$ cat src/rtl/pc_fetch_unit.sv
// pc_fetch_unit: program counter plus single-outstanding instruction fetch.
// Walks IDLE -> REQ -> VALID; the PC advances (sequential/branch/jump) only
// when the consumer accepts the current instruction with PCWre in VALID.
// Optional macro FETCH_TIMEOUT_EN adds a 4-bit stall counter that pulses
// fetchErr after 16 consecutive unanswered REQ cycles.
module pc_fetch_unit #(
  parameter logic [31:0] RESET_PC = 32'h00000000
) (
  input  logic        CLK,
  input  logic        Reset,
  input  logic        PCWre,
  input  logic [1:0]  PCSrc,
  input  logic [31:0] extendImme,
  input  logic [25:0] jumpAddr,
  input  logic        imemReady,
  input  logic [31:0] imemData,
  output logic        imemReq,
  output logic [31:0] imemAddr,
  output logic [31:0] curPC,
  output logic [31:0] nextPC,
  output logic [31:0] instr,
  output logic        instrValid,
  output logic [15:0] imme,
  output logic        fetchErr
);

  localparam int unsigned PC_W  = 32;
  localparam int unsigned CNT_W = 4;

  typedef enum logic [1:0] {
    S_IDLE  = 2'd0,
    S_REQ   = 2'd1,
    S_VALID = 2'd2
  } state_t;

  state_t            r_state;
  state_t            w_next_state;
  logic              w_load_instr;
  logic              w_advance_pc;
  logic [PC_W-1:0]   r_cur_pc;
  logic [PC_W-1:0]   r_instr;
  logic              r_instr_valid;
  logic              r_imem_req;
  logic [PC_W-1:0]   w_pc_plus4;
  logic [PC_W-1:0]   w_branch_pc;
  logic [PC_W-1:0]   w_jump_pc;
  logic [PC_W-1:0]   w_next_pc;

  // State register
  always_ff @(posedge CLK or posedge Reset) begin
    if (Reset) begin
      r_state <= S_IDLE;
    end else begin
      r_state <= w_next_state;
    end
  end

  // Next-state decode and datapath strobes
  always_comb begin
    w_next_state = r_state;
    w_load_instr = 1'b0;
    w_advance_pc = 1'b0;
    case (r_state)
      S_IDLE: begin
        w_next_state = S_REQ;
      end
      S_REQ: begin
        if (imemReady) begin
          w_load_instr = 1'b1;
          w_next_state = S_VALID;
        end
      end
      S_VALID: begin
        if (PCWre) begin
          w_advance_pc = 1'b1;
          w_next_state = S_REQ;
        end
      end
      default: begin
        w_next_state = S_IDLE;
      end
    endcase
  end

  // Next-PC selection; all sums wrap modulo 2^32
  always_comb begin
    w_pc_plus4  = r_cur_pc + PC_W'(4);
    w_branch_pc = w_pc_plus4 + (extendImme << 2);
    w_jump_pc   = {w_pc_plus4[31:28], jumpAddr, 2'b00};
    w_next_pc   = w_pc_plus4;
    case (PCSrc)
      2'b01:   w_next_pc = w_branch_pc;
      2'b10:   w_next_pc = w_jump_pc;
      default: w_next_pc = w_pc_plus4;
    endcase
  end

  // PC, instruction latch and fetch request; imemReq tracks the state being entered
  always_ff @(posedge CLK or posedge Reset) begin
    if (Reset) begin
      r_cur_pc      <= RESET_PC;
      r_instr       <= '0;
      r_instr_valid <= 1'b0;
      r_imem_req    <= 1'b0;
    end else begin
      r_imem_req <= (w_next_state == S_REQ);
      if (w_load_instr) begin
        r_instr       <= imemData;
        r_instr_valid <= 1'b1;
      end else if (w_advance_pc) begin
        r_cur_pc      <= w_next_pc;
        r_instr_valid <= 1'b0;
      end
    end
  end

`ifdef FETCH_TIMEOUT_EN
  logic [CNT_W-1:0] r_timeout_cnt;
  logic             r_fetch_err;

  // Count unanswered REQ cycles; the 16th raises a one-cycle error and restarts
  always_ff @(posedge CLK or posedge Reset) begin
    if (Reset) begin
      r_timeout_cnt <= '0;
      r_fetch_err   <= 1'b0;
    end else begin
      r_fetch_err <= 1'b0;
      if ((r_state == S_REQ) && !imemReady) begin
        if (r_timeout_cnt == CNT_W'(15)) begin
          r_timeout_cnt <= '0;
          r_fetch_err   <= 1'b1;
        end else begin
          r_timeout_cnt <= r_timeout_cnt + CNT_W'(1);
        end
      end else begin
        r_timeout_cnt <= '0;
      end
    end
  end

  assign fetchErr = r_fetch_err;
`else
  assign fetchErr = 1'b0;
`endif

  assign imemReq    = r_imem_req;
  assign imemAddr   = r_cur_pc;
  assign curPC      = r_cur_pc;
  assign nextPC     = w_next_pc;
  assign instr      = r_instr;
  assign instrValid = r_instr_valid;
  assign imme       = r_instr[15:0];

endmodule

$ cat config.mk
export PLATFORM = sky130hd
export DESIGN_NAME = pc_fetch_unit
export DESIGN_NICKNAME = d
export VERILOG_FILES = /design/src/rtl/pc_fetch_unit.sv
export SDC_FILE = /design/constraint.sdc
export NUM_CORES = 1
export LEC_CHECK = 0
export CORE_ASPECT_RATIO = 0.7
export CORE_MARGIN = 10
export CORE_UTILIZATION = 40
export CTS_CLUSTER_SIZE = 28
export DETAILED_ROUTE_END_ITERATION = 12
export PLACE_DENSITY = 0.83
export SYNTH_ARGS = -nofsm -noshare
export SYNTH_HDL_FRONTEND = slang
export SYNTH_SLANG_ARGS = --single-unit
$ cat constraint.sdc
create_clock -name CLK -period 6.8 [get_ports CLK]
set_input_delay 0.68 -clock CLK [delete_from_list [all_inputs] [get_ports CLK]]
set_output_delay 0.68 -clock CLK [all_outputs]
set_load 0.05 [all_outputs]
---- After elaboration in Yosys (flattened, before gate mapping) ----
Cells that the tools add are included.
cells by class
  add/subtract/negate cells ............... 2
  eq/ne operators ......................... 5
  muxes and demuxes ....................... 10
  bitwise logic cells ..................... 1
  reduce and logical (&&, ||, !) cells .... 3
operators by type and width
  operator                                                         number
  32-bit case mux with 2 select lines                              1
  32-bit by 3-bit adder with 32-bit output, second input constant  1
  32-bit adder                                                     1
  2-bit by 1-bit == test with 1-bit output, second input constant  3
  1-bit 2-to-1 mux                                                 6
  2-bit case mux with 3 select lines                               1
  2-bit == test, second input constant                             2
  2-bit 2-to-1 mux                                                 2
  2-bit logical NOT                                                1
  2-bit AND reduction                                              1
  2-bit nonzero test                                               1
  1-bit inverter                                                   1
storage, ports and cells
  bits in registers ....................... 68
  bits of input ports ..................... 96
  output and inout bits ................... 147
  word-level logic and storage cells ...... 26

---- Depth between registers and ports, before layout ----
Gate-level depths: netlist (run 1).
  depth after elaboration ................. 4
  mapped depth ............................ 17
  depth with buffers taken out ............ 17

---- Worst setup path after synthesis (run 1) ----
Ideal clock, no wire load.
  kind .................................... flip-flop to output port
  start ................................... register r_cur_pc[2] (netlist: curPC[2])
  end ..................................... output port nextPC[31]
  data arrival time ....................... 4.274 ns
  required time ........................... 6.120 ns
  path slack .............................. 1.846 ns
  cell stages (with the launch flop) ...... 18
  buffers on the path ..................... 1
  cell sequence ........................... dfrtp_1 -> ha_1 -> nand4_1 -> nor2_1 -> and2_1 -> nand4_1 -> xnor2_1 -> ha_1 -> clkbuf_1 -> a21oi_1 -> o21ai_1 -> nor4_1 -> o41ai_1 -> a31oi_1 -> a21oi_1 -> xor2_1 -> mux2_2 -> o21ai_0
between the ends
  longest elaborated chain between the ends .. 3
RTL lines
  what                                          line  RTL
  start, declared                               40    logic [PC_W-1:0] r_cur_pc;
  start signal, assigned                        111   r_cur_pc <= w_next_pc;
  32-bit by 3-bit adder with 32-bit output (*)  87    w_pc_plus4 = r_cur_pc + PC_W'(4);
  32-bit adder                                  88    w_branch_pc = w_pc_plus4 + (extendImme << 2);
  32-bit case mux with 2 select lines (*)       91    case (PCSrc)
  end, declared                                 20    output logic [31:0] nextPC,
Every way passes the cells marked *; elsewhere a longest branch is shown, timed or not.

---- Worst setup path in the final report (run 1) ----
Ends and elaborated chain as after synthesis.

==> run_results.csv, run 1 <==
group,metric,value,unit
synth,async_reset_ff_frac,1.00,
clock_network,ctsHtreeMaxLevel,3,
clock_network,cts_sinks,68,
setup_path,path_delay_family,"compound AO/OA/AOI/OAI gates",
finish,finalNonFillerCells,996,
worst_hold_path,whs_endpoint,"instr[19]",
placement,gp_congestion,0.933,
grt,antenna_found_initial,0,
floorplan,die_w,162,um
setup_path,ff2ff_path_depth,16,
worst_hold_path,holdPathStages,1,
routing,num_vias,5334,
synth,synth.net_count,749,
clock_network,clk_pin_slew,0.06,ns
worst_hold_path,worstHoldStart,"instr[19]",
synth,syn_area,0.00562,sq mm
sta,final_max_slew_viol_count,0,
routing,first_pass_iters,5,
routing,ant_nets,0,
setup_path,crit_slowest_cell,"clkdlybuf4s50_1",
routing,drt_iter0_drc,328,
grt,grt_pass1_vias,5458,
power_and_ir_drop,p_sw,2.66,mW
routing,routedWlPerCell,20.3,um
synth,yosysWarnings,0,
grt,overflow,0,
floorplan,io_pins,243,
power_and_ir_drop,seq_power_share,0.172,
setup_path,regToRegEndpoint,"curPC[26]",
sta,skew,0.00549,ns
synth,synthCells,616,
setup_path,worstPathMaxFanout,8,
finish,num_antenna_cells,0,
setup_path,r2r-start,"curPC[2]",
power_and_ir_drop,switching_share,0.556,
setup_path,critPathLaunch,"curPC[2]",
clock_network,cts_tree,"built",
synth,synth-seq-cells,68,
setup_path,timing.critical_path.buf_inv,2,
synth,synth_edf_count,0,
sta,setup_viol,0,
setup_path,path_class,"reg2out",
power_and_ir_drop,power.density,587,mW/mm^2
power_and_ir_drop,pwr-share-clk,0.104,
floorplan,die_area,0.0193,sq mm
power_and_ir_drop,total_power,4.79,mW
flow_run,drv_cap,0,
finish,drive_above_1_share,0.115,
finish,n_fill_cell,1225,
sta,tns,0,ns
clock_network,insertion_delay,0.33,ns
clock_network,ctsHoldBuffers,0,
sta,worstMarginPinSlew,0.997,ns
setup_path,r2r_slack,2.18,ns
floorplan,die_y,119,um
synth,ys_seq_area_frac,0.303,
power_and_ir_drop,power_leakage,3.43,nW
placement,portBuffers,239,
sta,post-route-period-util,0.924,
setup_path,cp_data_arrival_time,5.60,ns
finish,area_delta_synth_final,45.0,%
synth,ys_types,65,
sta,slew_headroom,0.336,
power_and_ir_drop,p_int,2.12,mW
routing,vias_per_cell,5.36,
setup_path,cp_cell_sequence,"ha_1 > nand4_1 > nor3_1 > nand3_1 > xor2_1 > inv_1 > ha_1 > a21oi_1 > nand2_1 > a311oi_1 > a21oi_1 > a31oi_1 > a21oi_1 > xor2_1 > mux2_2 > o21ai_0 > clkdlybuf4s50_1",
setup_path,cp-start-kind,"flop",
synth,synth_area_per_cell,9.13,sq um
routing,wirelength,20.3,mm
placement,dp.cells,980,
worst_hold_path,min_path_type,"reg2reg",
clock_network,cts_root_buf,"clkbuf_16",
floorplan,fp-row-count,36,
grt,grt_pass1_wl,31.0,mm
floorplan,start_util,0.407,
setup_path,worstPathRequired,6.12,ns
placement,dp_hpwl,15.8,mm
sta,hold_viol,0,
finish,layout.nets,934,
sta,finalCriticalPeriod,6.28,ns
routing,drc,0,
run_status,status,"complete, no violations",
setup_path,crit_path_end_kind,"primary output",
synth,synth_ff_type,"dfrtp_1",
power_and_ir_drop,vdd_drop_max,0.469,mV
clock_network,cts_buffers,9,
sta,rsz0062_at_grt,"no",
setup_path,crit_path_max_incr_delay,0.84,ns
floorplan,coreArea,0.0138,sq mm
clock_network,post_cts_buffers,0,
grt,grt_max_degree,69,
clock_network,clk_path_buf_depth,2,
setup_path,critPathMostFrequentCell,"a21oi_1",
power_and_ir_drop,p_comb_frac,0.725,
clock_network,cts_resized,0,
sta,fmax,159,MHz
sta,hold_slack,0.505,ns
finish,post-route-util,0.590,
grt,globalRouteTotalUtil,0.200,
## cell families after synthesis
| logic type | Yosys count | synth area share |
|---|---|---|
| compound gates | 145 | 0.178 |
| xor+xnor | 53 | 0.0825 |
| fa+ha+maj | 37 | 0.0836 |
| buf+inv | 100 | 0.0997 |
| flops | 68 | 0.303 |
| mux | 57 | 0.114 |
| other cells | 1 | 0.000667 |
| simple gates | 155 | 0.139 |
## flip-flops by register name, summed over array words and instances, names as in the netlist
| register | count |
|---|---|
| curPC | 32 |
| r_state | 2 |
| instrValid | 1 |
| instr | 32 |
| imemReq | 1 |
## stage by stage
step / setup slack, ns / cell area [sq um]
final: 0.519 / 8160
after global routing: 0.341 / 8160
after CTS: 0.601 / 8160
after detailed placement: 1.02 / 7850
after global placement: 1.10 / 7850
after floorplan: 1.85 / 5620
## metal layers
metal,global-route usage,vias up,share of wire
met4,0.0414,0,0.010
met1,0.244,2538,0.43
met3,0.0991,12,0.12
li1,-,2521,-
met5,0,-,0
met2,0.314,263,0.44
## power groups by stage
| stage | Sequential [mW] | Combinational, mW | Clock, mW |
|---|---|---|---|
| after global routing | 0.853 | 3.66 | 0.528 |
| after global placement | 0.813 | 3.44 | 0 |
| after detailed placement | 0.827 | 3.47 | 0 |
| after CTS | 0.823 | 3.48 | 0.514 |
| final | 0.821 | 3.47 | 0.497 |
| after floorplan | 1.40 | 1.94 | 0 |
## placed cells by master, fill, tap and decap left out, drive strengths merged, types with 10 or more instances in the layout
master	instances
a21oi	47
a221oi	13
and3	10
clkdlybuf4s50	239
dfrtp	68
ha	36
inv	32
mux2	56
nand2	57
nand3	14
nor2	32
o21ai	24
xnor2	32
xor2	21
## final cells by class
class	count	area, sq um	area share
multi-input cells	448	3360	0.412
repair buffers	245	2440	0.299
flip-flops and latches	68	1700	0.209
well taps	190	238	0.0292
clock buffers	9	225	0.0276
inverters	29	109	0.0133
clock inverters	7	82.6	0.0101
## worst max path at each step
stage	slack (ns)	end	depth (start not counted)
after global placement	1.10	nextPC[31]	17
after floorplan	1.85	nextPC[31]	17
after global routing	0.34	nextPC[31]	17
final	0.52	nextPC[31]	17
after CTS	0.60	nextPC[31]	17
after detailed placement	1.02	nextPC[31]	17
## cells in the mapped netlist (6+ instances only)
library cell  count  area share
a21o_1            9       0.012
a21oi_1          46       0.041
a221oi_1         13       0.020
a22oi_1           9       0.012
and3_1           10       0.011
buf_4            49       0.065
clkbuf_1         18       0.012
dfrtp_1          68        0.30
ha_1             36       0.080
inv_1            27       0.018
mux2_2           56        0.11
nand2_1          57       0.038
nand2b_1          6      0.0067
nand3_1          14       0.012
nand4_1           8      0.0089
nor2_1           31       0.021
o21ai_0          14       0.012
o21ai_1           9      0.0080
xnor2_1          32       0.050
xor2_1           21       0.033
## worst register-to-register path, cell delays in order (launching register included)
cell     delay [ns]
dfrtp_1        0.50
ha_1           0.26
nand4_1        0.20
nor3_1         0.66
nand4_1        0.20
xor2_1         0.20
inv_1          0.06
ha_1           0.38
nand3_1        0.16
a211o_1        0.25
a21o_1         0.19
a31oi_2        0.29
a41oi_1        0.18
o21ai_1        0.27
xor2_1         0.10
a221o_1        0.33
mux2_2         0.28
No activity file was read; power rests on OpenSTA's default activity.
==> run 2, diff against run 1 <==
--- a/config.mk
+++ b/config.mk
@@ -10,7 +10,8 @@
 export CORE_UTILIZATION = 40
 export CTS_CLUSTER_SIZE = 28
 export DETAILED_ROUTE_END_ITERATION = 12
-export PLACE_DENSITY = 0.83
+export PLACE_DENSITY = 0.85
+export SLEW_MARGIN = 15
 export SYNTH_ARGS = -nofsm -noshare
 export SYNTH_HDL_FRONTEND = slang
 export SYNTH_SLANG_ARGS = --single-unit
==> run 2 against run 1 <==
Effect of this change: die area unchanged; clock-buffer cell count unchanged; power is essentially flat; final cell count fell by 0.10%; largest power group unchanged; highest routed layer unchanged.
==> run_results.csv, run 2 (synthesized netlist as in run 1, its figures left out) <==
group,metric,value,unit
routing,drt_iter0_drc,346,
sta,skew,0.00824,ns
finish,layout.nets,933,
finish,final_cell_mix,"clkdlybuf4s50_1 (239), dfrtp_1 (68), nand2_1 (57)",
grt,globalRouteTotalUtil,0.206,
finish,num_antenna_cells,0,
setup_path,worstPathRequired,6.12,ns
clock_network,clk_pin_slew,0.07,ns
clock_network,ctsHoldBuffers,0,
floorplan,die_w,162,um
clock_network,cts_resized,0,
routing,first_pass_iters,4,
power_and_ir_drop,power_leakage,3.42,nW
placement,dp_hpwl,15.7,mm
flow_run,drv_cap,0,
floorplan,io_pins,243,
sta,fmax,162,MHz
placement,gp_congestion,0.903,
setup_path,worstPathMaxFanout,8,
run_status,status,"complete, no violations",
clock_network,cts_tree,"built",
grt,grt_max_degree,69,
grt,gr-usage-met2,0.321,
setup_path,crit_path_end_kind,"primary output",
finish,drive_above_1_share,0.116,
grt,grt_pass1_wl,32.1,mm
grt,overflow,0,
finish,area_delta_synth_final,44.9,%
sta,post-route-period-util,0.908,
sta,finalCriticalPeriod,6.17,ns
clock_network,cts_sinks,68,
floorplan,start_util,0.407,
sta,slew_headroom,0.397,
sta,hold_viol,0,
worst_hold_path,min_path_type,"reg2reg",
grt,grt_pass1_vias,5588,
clock_network,cts_buffers,9,
floorplan,die_y,119,um
clock_network,insertion_delay,0.33,ns
placement,portBuffers,239,
power_and_ir_drop,vdd_drop_max,0.406,mV
grt,use_met3,0.0919,
sta,rsz0062_at_grt,"no",
sta,final_max_slew_viol_count,0,
setup_path,cp-start-kind,"flop",
clock_network,clk_path_buf_depth,2,
routing,ant_nets,0,
sta,tns,0,ns
floorplan,fp-row-count,36,
power_and_ir_drop,total_power,4.79,mW
clock_network,ctsHtreeMaxLevel,3,
finish,final_common_cell,"clkdlybuf4s50_1",
setup_path,cp_data_arrival_time,5.49,ns
floorplan,die_area,0.0193,sq mm
routing,num_vias,5322,
finish,post-route-util,0.589,
setup_path,path_class,"reg2out",
grt,antenna_found_initial,0,
clock_network,cts_root_buf,"clkbuf_16",
grt,busiest_layer,"met2",
routing,routedWlPerCell,20.3,um
floorplan,coreArea,0.0138,sq mm
sta,setup_viol,0,
routing,vias_per_cell,5.35,
grt,use_met1,0.260,
routing,drc,0,
power_and_ir_drop,power.density,588,mW/mm^2
clock_network,post_cts_buffers,0,
routing,wirelength,20.2,mm
sta,worstMarginPinSlew,0.904,ns
==> run 2: critical path, cell delays in order (launching register included) <==
cell             delay, ns
dfrtp_1               0.50
ha_1                  0.26
nand4_1               0.16
nor3_1                0.69
nand4_1               0.20
xor2_1                0.21
inv_1                 0.07
ha_1                  0.37
and3_1                0.24
nand4b_1              0.17
a21oi_1               0.43
a31oi_1               0.22
a21oi_1               0.19
xor2_1                0.17
mux2_2                0.36
o21ai_0               0.08
clkdlybuf4s50_1       0.84
==> run 2: layer usage <==
metal / wire, um / up-vias
met4: 130 / 0
li1: - / 2528
met5: 0 / -
met2: 8940 / 242
met3: 2220 / 8
met1: 8950 / 2544
==> run 2: report_power, final <==
| part | switching, mW | total [mW] | internal, mW |
|---|---|---|---|
| Combinational | 2.23 | 3.47 | 1.24 |
| Sequential | 0.234 | 0.825 | 0.591 |
| Clock | 0.207 | 0.498 | 0.291 |
| Total | 2.67 | 4.79 | 2.12 |
==> run 2: layout make-up <==
cell class	instances	area (sq um)
fillers	1226	5680
flip-flops and latches	68	1700
inverters	29	109
multi-input cells	448	3360
repair buffers	244	2430
well taps	190	238
clock buffers	9	225
clock inverters	7	82.6
==> run 2: path summary, 6_finish.rpt <==
| kind | cells after the start | endpoint | start | slack, ns |
|---|---|---|---|---|
| worst min register to register | 1 | instr[31] | instr[31] | 0.51 |
| min in group asynchronous | 3 | instr[28] | Reset | 0.97 |
| worst max-delay path | 16 | nextPC[31] | curPC[2] | 0.63 |
| worst min-delay path | 1 | instr[31] | instr[31] | 0.51 |
| worst max register to register | 16 | curPC[26] | curPC[2] | 2.20 |
| max in group asynchronous | 3 | instr[17] | Reset | 5.26 |
==> run 2: per-stage QoR <==
step | worst slack, ns | hold slack (ns) | std cells | instance area [sq um]
floorplan | 1.85 | 0.479 | 616 | 5620
global placement | 1.16 | 0.486 | 979 | 7840
detailed placement | 1.13 | 0.494 | 979 | 7840
CTS | 0.709 | 0.506 | 995 | 8150
global route | 0.329 | 0.531 | 995 | 8150
finish | 0.626 | 0.506 | 995 | 8150
==> run 3, diff against run 2 <==
--- a/config.mk
+++ b/config.mk
@@ -8,6 +8,7 @@
 export CORE_ASPECT_RATIO = 0.7
 export CORE_MARGIN = 10
 export CORE_UTILIZATION = 40
+export CTS_BUF_LIST = sky130_fd_sc_hd__clkbuf_2 sky130_fd_sc_hd__clkbuf_4 sky130_fd_sc_hd__clkbuf_8
 export CTS_CLUSTER_SIZE = 28
 export DETAILED_ROUTE_END_ITERATION = 12
 export PLACE_DENSITY = 0.85
==> run 3 against run 2 <==
Effect of this change: register-to-register slack better by 0.05 ns; critical path depth is the same; routed wire length fell by 0.86%; final area fell by 1.2%; global-route usage down 0.12 points; via count is 0.39% lower; non-clock buffer count did not move; worst setup slack worse by 0.045 ns; critical path type unchanged.
==> run_results.csv, run 3 (synthesized netlist as in run 1, its figures left out) <==
group,metric,value,unit
grt,globalRouteTotalUtil,0.205,
grt,grt_pass1_wl,31.9,mm
clock_network,clk_pin_slew,0.09,ns
sta,slew_headroom,0.396,
finish,layout.nets,933,
clock_network,insertion_delay,0.35,ns
setup_path,regToRegEndpoint,"curPC[26]",
setup_path,path_class,"reg2out",
clock_network,cts_root_buf,"clkbuf_8",
floorplan,die_w,162,um
floorplan,die_y,119,um
sta,post-route-period-util,0.915,
finish,stdcell_area,0.00805,sq mm
grt,use_met1,0.259,
floorplan,io_pins,243,
clock_network,cts_tree,"built",
floorplan,fp-row-count,36,
routing,vias_per_cell,5.33,
grt,antenna_found_initial,0,
routing,first_pass_iters,5,
sta,tns,0,ns
setup_path,cp_data_arrival_time,5.54,ns
power_and_ir_drop,seq_power_share,0.177,
placement,gp_congestion,0.903,
grt,busiest_layer,"met2",
floorplan,coreArea,0.0138,sq mm
clock_network,ctsHoldBuffers,0,
routing,routedWlPerCell,20.2,um
power_and_ir_drop,power.density,578,mW/mm^2
routing,wirelength,20.1,mm
placement,portBuffers,239,
clock_network,clk_path_buf_depth,2,
clock_network,cts_sinks,68,
finish,n_fill_cell,1235,
sta,hold_slack,0.511,ns
sta,worstMarginPinSlew,0.905,ns
sta,hold_viol,0,
setup_path,cp-start-kind,"flop",
clock_network,cts_buffers,9,
floorplan,start_util,0.407,
power_and_ir_drop,p_comb_frac,0.744,
clock_network,cts_resized,0,
finish,post-route-util,0.582,
finish,num_antenna_cells,0,
setup_path,r2r-start,"curPC[2]",
grt,gr-usage-met2,0.318,
finish,area_delta_synth_final,43.1,%
finish,final_cell_mix,"clkdlybuf4s50_1 (239), dfrtp_1 (68), nand2_1 (57)",
sta,setup_viol,0,
setup_path,worstPathRequired,6.12,ns
power_and_ir_drop,p_int,2.01,mW
routing,drc,0,
sta,skew,0.0121,ns
grt,grt_max_degree,69,
power_and_ir_drop,p_sw,2.64,mW
sta,fmax,161,MHz
setup_path,worstPathMaxFanout,8,
power_and_ir_drop,switching_share,0.569,
finish,final_common_cell,"clkdlybuf4s50_1",
flow_run,drv_cap,0,
worst_hold_path,worstHoldStart,"instr[31]",
finish,drive_above_1_share,0.116,
routing,num_vias,5301,
worst_hold_path,holdPathStages,1,
clock_network,ctsHtreeMaxLevel,3,
power_and_ir_drop,vdd_drop_max,0.404,mV
placement,place_area,0.00784,sq mm
grt,grt_pass1_vias,5572,
setup_path,crit_path_end_kind,"primary output",
worst_hold_path,min_path_type,"reg2reg",
routing,ant_nets,0,
setup_path,ff2ff_path_depth,16,
worst_hold_path,whs_endpoint,"instr[31]",
grt,use_met3,0.0933,
power_and_ir_drop,power_leakage,3.38,nW
setup_path,r2r_slack,2.25,ns
power_and_ir_drop,pwr-share-clk,0.079,
sta,rsz0062_at_grt,"no",
floorplan,die_area,0.0193,sq mm
grt,overflow,0,
placement,dp_hpwl,15.7,mm
sta,finalCriticalPeriod,6.22,ns
clock_network,post_cts_buffers,0,
sta,final_max_slew_viol_count,0,
routing,drt_iter0_drc,291,
run_status,status,"complete, no violations",
## run 3: cell count changes in the layout (fill, tap and decap cells not counted)
cell	delta
clkbuf_16	-9
clkbuf_8	+9
## run 3: power by group through the flow
stage,logic (mW),clock network [mW],registers (mW)
floorplan,1.94,0,1.40
global route,3.67,0.395,0.858
global placement,3.43,0,0.813
finish,3.46,0.366,0.823
CTS,3.47,0.378,0.822
detailed placement,3.46,0,0.826
## run 3: final cells by class
cell class,count,area [sq um],area share
Clock buffer,9,124,0.0154
Clock inverter,7,82.6,0.0103
Inverter,29,109,0.0135
Multi-Input combinational cell,448,3360,0.418
Sequential cell,68,1700,0.211
Tap cell,190,238,0.0295
Timing Repair Buffer,244,2430,0.302
## run 3: how the worst max path moves through the flow
stage	from	end	slack [ns]	cells after the start
2_1_floorplan	curPC[2]	nextPC[31]	1.85	17
3_3_place_gp	curPC[2]	nextPC[31]	1.16	16
3_5_place_dp	curPC[2]	nextPC[31]	1.13	16
4_1_cts	curPC[2]	nextPC[31]	0.67	16
5_1_grt	curPC[2]	nextPC[31]	0.29	17
6_report	curPC[2]	nextPC[31]	0.58	16
## run 3: per-layer routing
| layer | wire (um) | share of wire |
|---|---|---|
| met1 | 8720 | 0.43 |
| met2 | 8810 | 0.44 |
| met3 | 2350 | 0.12 |
| met4 | 195 | 0.0097 |
| met5 | 0 | 0 |
## run 3: critical path: stages (launching register included)
cell and delay, ns:
dfrtp_1 0.50, ha_1 0.26, nand4_1 0.16, nor3_1 0.70, nand4_1 0.20, xor2_1 0.21, inv_1 0.07, ha_1 0.37
and3_1 0.24, nand4b_1 0.18, a21oi_1 0.43, a31oi_1 0.22, a21oi_1 0.19, xor2_1 0.17, mux2_2 0.36, o21ai_0 0.08
clkdlybuf4s50_1 0.84
## run 3: metrics by stage
step,std cells,power (mW),setup slack [ns]
5_1_grt,995,4.92,0.286
3_5_place_dp,979,4.28,1.13
2_1_floorplan,616,3.35,1.85
6_report,995,4.65,0.580
4_1_cts,995,4.67,0.671
3_3_place_gp,979,4.24,1.16
==> RTL change 1: new RTL, settings of run 2 <==
Add a define of `FETCH_TIMEOUT_EN`.
--- a/src/rtl/pc_fetch_unit.sv
+++ b/src/rtl/pc_fetch_unit.sv
@@ -3,6 +3,8 @@
 // when the consumer accepts the current instruction with PCWre in VALID.
 // Optional macro FETCH_TIMEOUT_EN adds a 4-bit stall counter that pulses
 // fetchErr after 16 consecutive unanswered REQ cycles.
+`define FETCH_TIMEOUT_EN
+
 module pc_fetch_unit #(
   parameter logic [31:0] RESET_PC = 32'h00000000
 ) (
Function: same outputs for any inputs over 10 cycles, from zero or initial values and one cycle with Reset high; that may be too few to reach the edited logic, so the function may still have changed.
==> RTL change 1 against run 2 <==
  * Synthesized cell count grew 13%
  * Sequential power grew 3.5%
  * Utilization shrank 1.0 points
  * Sequential share of layout area grew 0.34 points
  * Worst setup slack lost 26 ps
  * Cell area grew 5.7%
  * Sequential cell count grew 5
  * Power grew 0.96%
  * Routed wire length grew 12%
  * Die area grew 7.6%
  * Synthesized area grew 8.9%
==> RTL change 1: results (changes against run 2) <==
vias post-DR: 6035 (was 5322)
fillers: 1301 (was 1226)
H-tree depth: 3 (unchanged)
Yosys cell types: 72 (was 65)
Post-Syn Area per Cell: 8.82 um^2 (was 9.13 um^2)
Top Layer Used: met5 (was met4)
reg2reg end: curPC[29]$_DFFE_PP0P_ (was curPC[26]$_DFFE_PP0P_)
post-synthesis sequential area ratio: 29.8% (was 30.3%)
Wirelength per Cell: 21.1 um (was 20.3 um)
Int Pwr: 2110 uW (was 2120 uW)
GR Util met2: 34.2% (was 32.1%)
slowest cell delay on critical path: 880 ps (was 840 ps)
GP Congestion: 0.981 (was 0.903)
reg-to-reg slack, setup: 2280 ps (was 2200 ps)
Final min period: 6200 ps (was 6170 ps)
clk_skew: 9.25 ps (was 8.24 ps)
1st-pass router iterations: 5 (was 4)
Area contributors post-synth: dfrtp_1, mux2_2, ha_1, buf_4, xor2_1 (was dfrtp_1, mux2_2, ha_1, buf_4, xnor2_1)
Final HPWL DP: 17700 um (was 15700 um)
number of global-route vias before repair: 6127 (was 5588)
Post-DP Area: 0.00832 mm^2 (was 0.00784 mm^2)
headroom to the max-slew limit: 33.6% (was 39.7%)
routed wl met2: 10200 um (was 8940 um)
met1 Track Usage GR: 25.7% (was 26.0%)
met3 Usage GRT: 7.51% (was 9.19%)
worst vdd ir: 0.338 mV (was 0.406 mV)
1st-iter DRT viols: 592 (was 346)
share of cells above drive strength 1: 10.0% (was 11.6%)
met3 wire length: 2450 um (was 2220 um)
GRT Resource Usage Total: 20.7% (was 20.6%)
crit-path leading delay family: simple AND/OR/NAND/NOR gates (unchanged)
worst min-delay path endpoint: instrValid$_DFFE_PP0P_ (was instr[31]$_DFFE_PP0P_)
Arr. time, crit path: 5520 ps (was 5490 ps)
met1 WL: 9610 um (was 8950 um)
leakage power: 0.00360 uW (was 0.00342 uW)
P per Cell Area: 562 mW/mm^2 (was 588 mW/mm^2)
run status: finished clean (unchanged)
ant diodes: 0 (unchanged)
Hold WS: 494 ps (was 506 ps)
Synthesized Nets: 827 (was 749)
Combinational Power: 3520 uW (was 3470 uW)
# port buffers: 240 (was 239)
vias per cell: 5.63 (was 5.35)
Worst setup endpoint: nextPC[25] (was nextPC[31])
first-pass GRT wire length: 34500 um (was 32100 um)
register share of total power: 17.7% (was 17.2%)
CTS Buf Count: 9 (unchanged)
Setup WS pre-CTS: 1060 ps (was 1130 ps)
Layout Nets: 1004 (was 933)
WHS Path Cells: 2 (was 1)
largest net degree at the start of global routing: 74 (was 69)
initial antenna violation count: 1 (was 0)
hold path startpoint: instrValid$_DFFE_PP0P_ (was instr[31]$_DFFE_PP0P_)
commonest cells in the netlist: dfrtp_1, nand2_1, buf_4, a21oi_1, mux2_2 (was dfrtp_1, nand2_1, mux2_2, buf_4, a21oi_1)
Placed Instances: 1055 (was 979)
RTL change 1: cell types whose count changed after synthesis, sizes merged, moves of 7 or more:
cell	run 2	this run
nand3	14	27
nor2	32	43
xnor2	32	21
mux2	56	46
nand2	57	49
nor3	3	11
o21a	3	10
o21ai	24	31
RTL change 1: cell families after synthesis:
| kind of cell | Yosys count | synth area share [%] |
|---|---|---|
| AOI/OAI and AO/OA | 177 | 20.0 |
| and+or+nand+nor | 195 | 16.3 |
| xor gates and xnor gates | 48 | 6.87 |
| buffers and inverters | 114 | 10.2 |
| muxes | 50 | 9.11 |
| DFF | 73 | 29.8 |
| adders and majority gates | 37 | 7.68 |
RTL change 1: layout make-up:
cell class                 count  area, um^2  area share, %
clock buffer                   9         225           2.62
clock inverter                 7        61.3          0.712
inverter                      33         125           1.45
multi-input combinational    507        3670           42.7
sequential                    73        1830           21.2
tap                          195         244           2.83
timing repair buffer         247        2450           28.5
==> RTL change 2: new RTL, settings of run 2 <==
Without the edit above. Re-encode `state_t` (3 states) as one-hot, 3 bits wide.
--- a/src/rtl/pc_fetch_unit.sv
+++ b/src/rtl/pc_fetch_unit.sv
@@ -27,10 +27,10 @@
   localparam int unsigned PC_W  = 32;
   localparam int unsigned CNT_W = 4;
 
-  typedef enum logic [1:0] {
-    S_IDLE  = 2'd0,
-    S_REQ   = 2'd1,
-    S_VALID = 2'd2
+  typedef enum logic [2:0] {
+    S_IDLE  = 3'b001,
+    S_REQ   = 3'b010,
+    S_VALID = 3'b100
   } state_t;
 
   state_t            r_state;
Behaviour: same outputs for any inputs over 10 cycles, from zero or initial values and one cycle with Reset high; not proved beyond that.
==> RTL change 2 against run 2 <==
  * Utilization is essentially flat
  * Largest cell class unchanged
  * Via count grew 5.2%
  * Non-clock buffer count grew 3
  * Highest routed layer unchanged
  * Register-to-register slack gained 130 ps
  * Count of clock-buffer cells in the layout grew 2
  * Routed wire length grew 2.6%
  * Cell area grew 1.6%
  * Global-route usage shrank 0.69 points
  * Synthesized area grew 2.8%
  * Worst setup slack gained 110 ps
  * Final cell count grew 4.1%
  * Power grew 1.1%
  * Sequential cell count grew 1
==> RTL change 2: results (changes against run 2) <==
run status: finished clean (unchanged)
Yosys cell types: 55 (was 65)
Area contributors post-synth: dfrtp_1, mux2_2, ha_1, buf_4, xnor2_1 (unchanged)
GP Congestion: 0.930 (was 0.903)
1st-iter DRT viols: 358 (was 346)
fillers: 1278 (was 1226)
R2R depth: 15 (was 16)
Layout Nets: 974 (was 933)
GRT Resource Usage Total: 19.9% (was 20.6%)
worst min-delay path endpoint: instr[26]$_DFFE_PP0P_ (was instr[31]$_DFFE_PP0P_)
WL final: 20800 um (was 20200 um)
met1 WL: 9160 um (was 8950 um)
Int Pwr: 2120 uW (about the same)
post-synthesis sequential area ratio: 29.9% (was 30.3%)
largest net degree at the start of global routing: 70 (was 69)
1st-pass router iterations: 5 (was 4)
Synthesized Nets: 794 (was 749)
Final HPWL DP: 16100 um (was 15700 um)
Post-Syn Area per Cell: 8.74 um^2 (was 9.13 um^2)
hold path startpoint: instr[26]$_DFFE_PP0P_ (was instr[31]$_DFFE_PP0P_)
Arr. time, crit path: 5390 ps (was 5490 ps)
first-pass GRT wire length: 31400 um (was 32100 um)
slowest cell delay on critical path: 820 ps (was 840 ps)
async set or reset register ratio after synthesis: 100% (unchanged)
Wirelength per Cell: 20.0 um (was 20.3 um)
worst vdd ir: 0.303 mV (was 0.406 mV)
leakage power: 0.00347 uW (was 0.00342 uW)
commonest cells in the netlist: dfrtp_1, nand2_1, mux2_2, a21oi_1, buf_4 (was dfrtp_1, nand2_1, mux2_2, buf_4, a21oi_1)
worst reg2reg path startpoint: curPC[11]$_DFFE_PP0P_ (was curPC[2]$_DFFE_PP0P_)
clk_skew: 12.1 ps (was 8.24 ps)
routed wl met2: 9370 um (was 8940 um)
reg2reg end: curPC[31]$_DFFE_PP0P_ (was curPC[26]$_DFFE_PP0P_)
RTL change 2: per-stage QoR:
stage	cell area (um^2)	hold slack [ps]	worst slack, ps	util, %
floorplan	5780	476	1720	-
global placement	8000	486	1300	56.9
detailed placement	8000	496	1220	56.9
CTS	8280	508	827	58.9
global route	8280	519	476	58.9
finish	8280	502	734	58.9
RTL change 2: logic make-up after synthesis:
| kind of cell | Yosys count | share of synthesized area, % |
|---|---|---|
| flops | 69 | 29.9 |
| compound gates | 162 | 18.3 |
| mux | 58 | 11.2 |
| simple gates | 177 | 14.6 |
| fa+ha+maj | 37 | 8.14 |
| other cells | 1 | 0.0649 |
| xor+xnor | 50 | 7.58 |
| buf+inv | 107 | 10.1 |
RTL change 2: layout make-up:
cell class	instances	area, um^2	area share, %
timing repair buffer	247	2450	29.6
clock buffer	11	243	2.93
multi-input combinational	485	3470	42.0
tap	190	238	2.87
clock inverter	5	36.3	0.438
sequential	69	1730	20.9
inverter	29	109	1.31
RTL change 2: layer usage:
layer | vias up | track usage, %
met2 | 254 | 31.6
met1 | 2645 | 26.3
met5 | - | 0
li1 | 2678 | -
met4 | 0 | 4.23
met3 | 23 | 5.80
RTL change 2: worst max-delay path by stage:
stage	endpoint	cells past startpoint	startpoint	slack (ps)
final	nextPC[30]	14	curPC[11]$_DFFE_PP0P_	730
after global routing	nextPC[31]	15	curPC[11]$_DFFE_PP0P_	480
after CTS	nextPC[30]	14	curPC[11]$_DFFE_PP0P_	830
after detailed placement	nextPC[30]	14	curPC[11]$_DFFE_PP0P_	1220
after global placement	nextPC[30]	14	curPC[11]$_DFFE_PP0P_	1300
after floorplan	nextPC[26]	17	curPC[2]$_DFFE_PP0P_	1720
RTL change 2: power groups by stage:
stage	clock, uW	sequential (uW)	combinational, uW
floorplan	0	1420	2000
global placement	0	821	3510
detailed placement	0	838	3540
CTS	469	833	3550
global route	488	867	3750
finish	456	833	3550
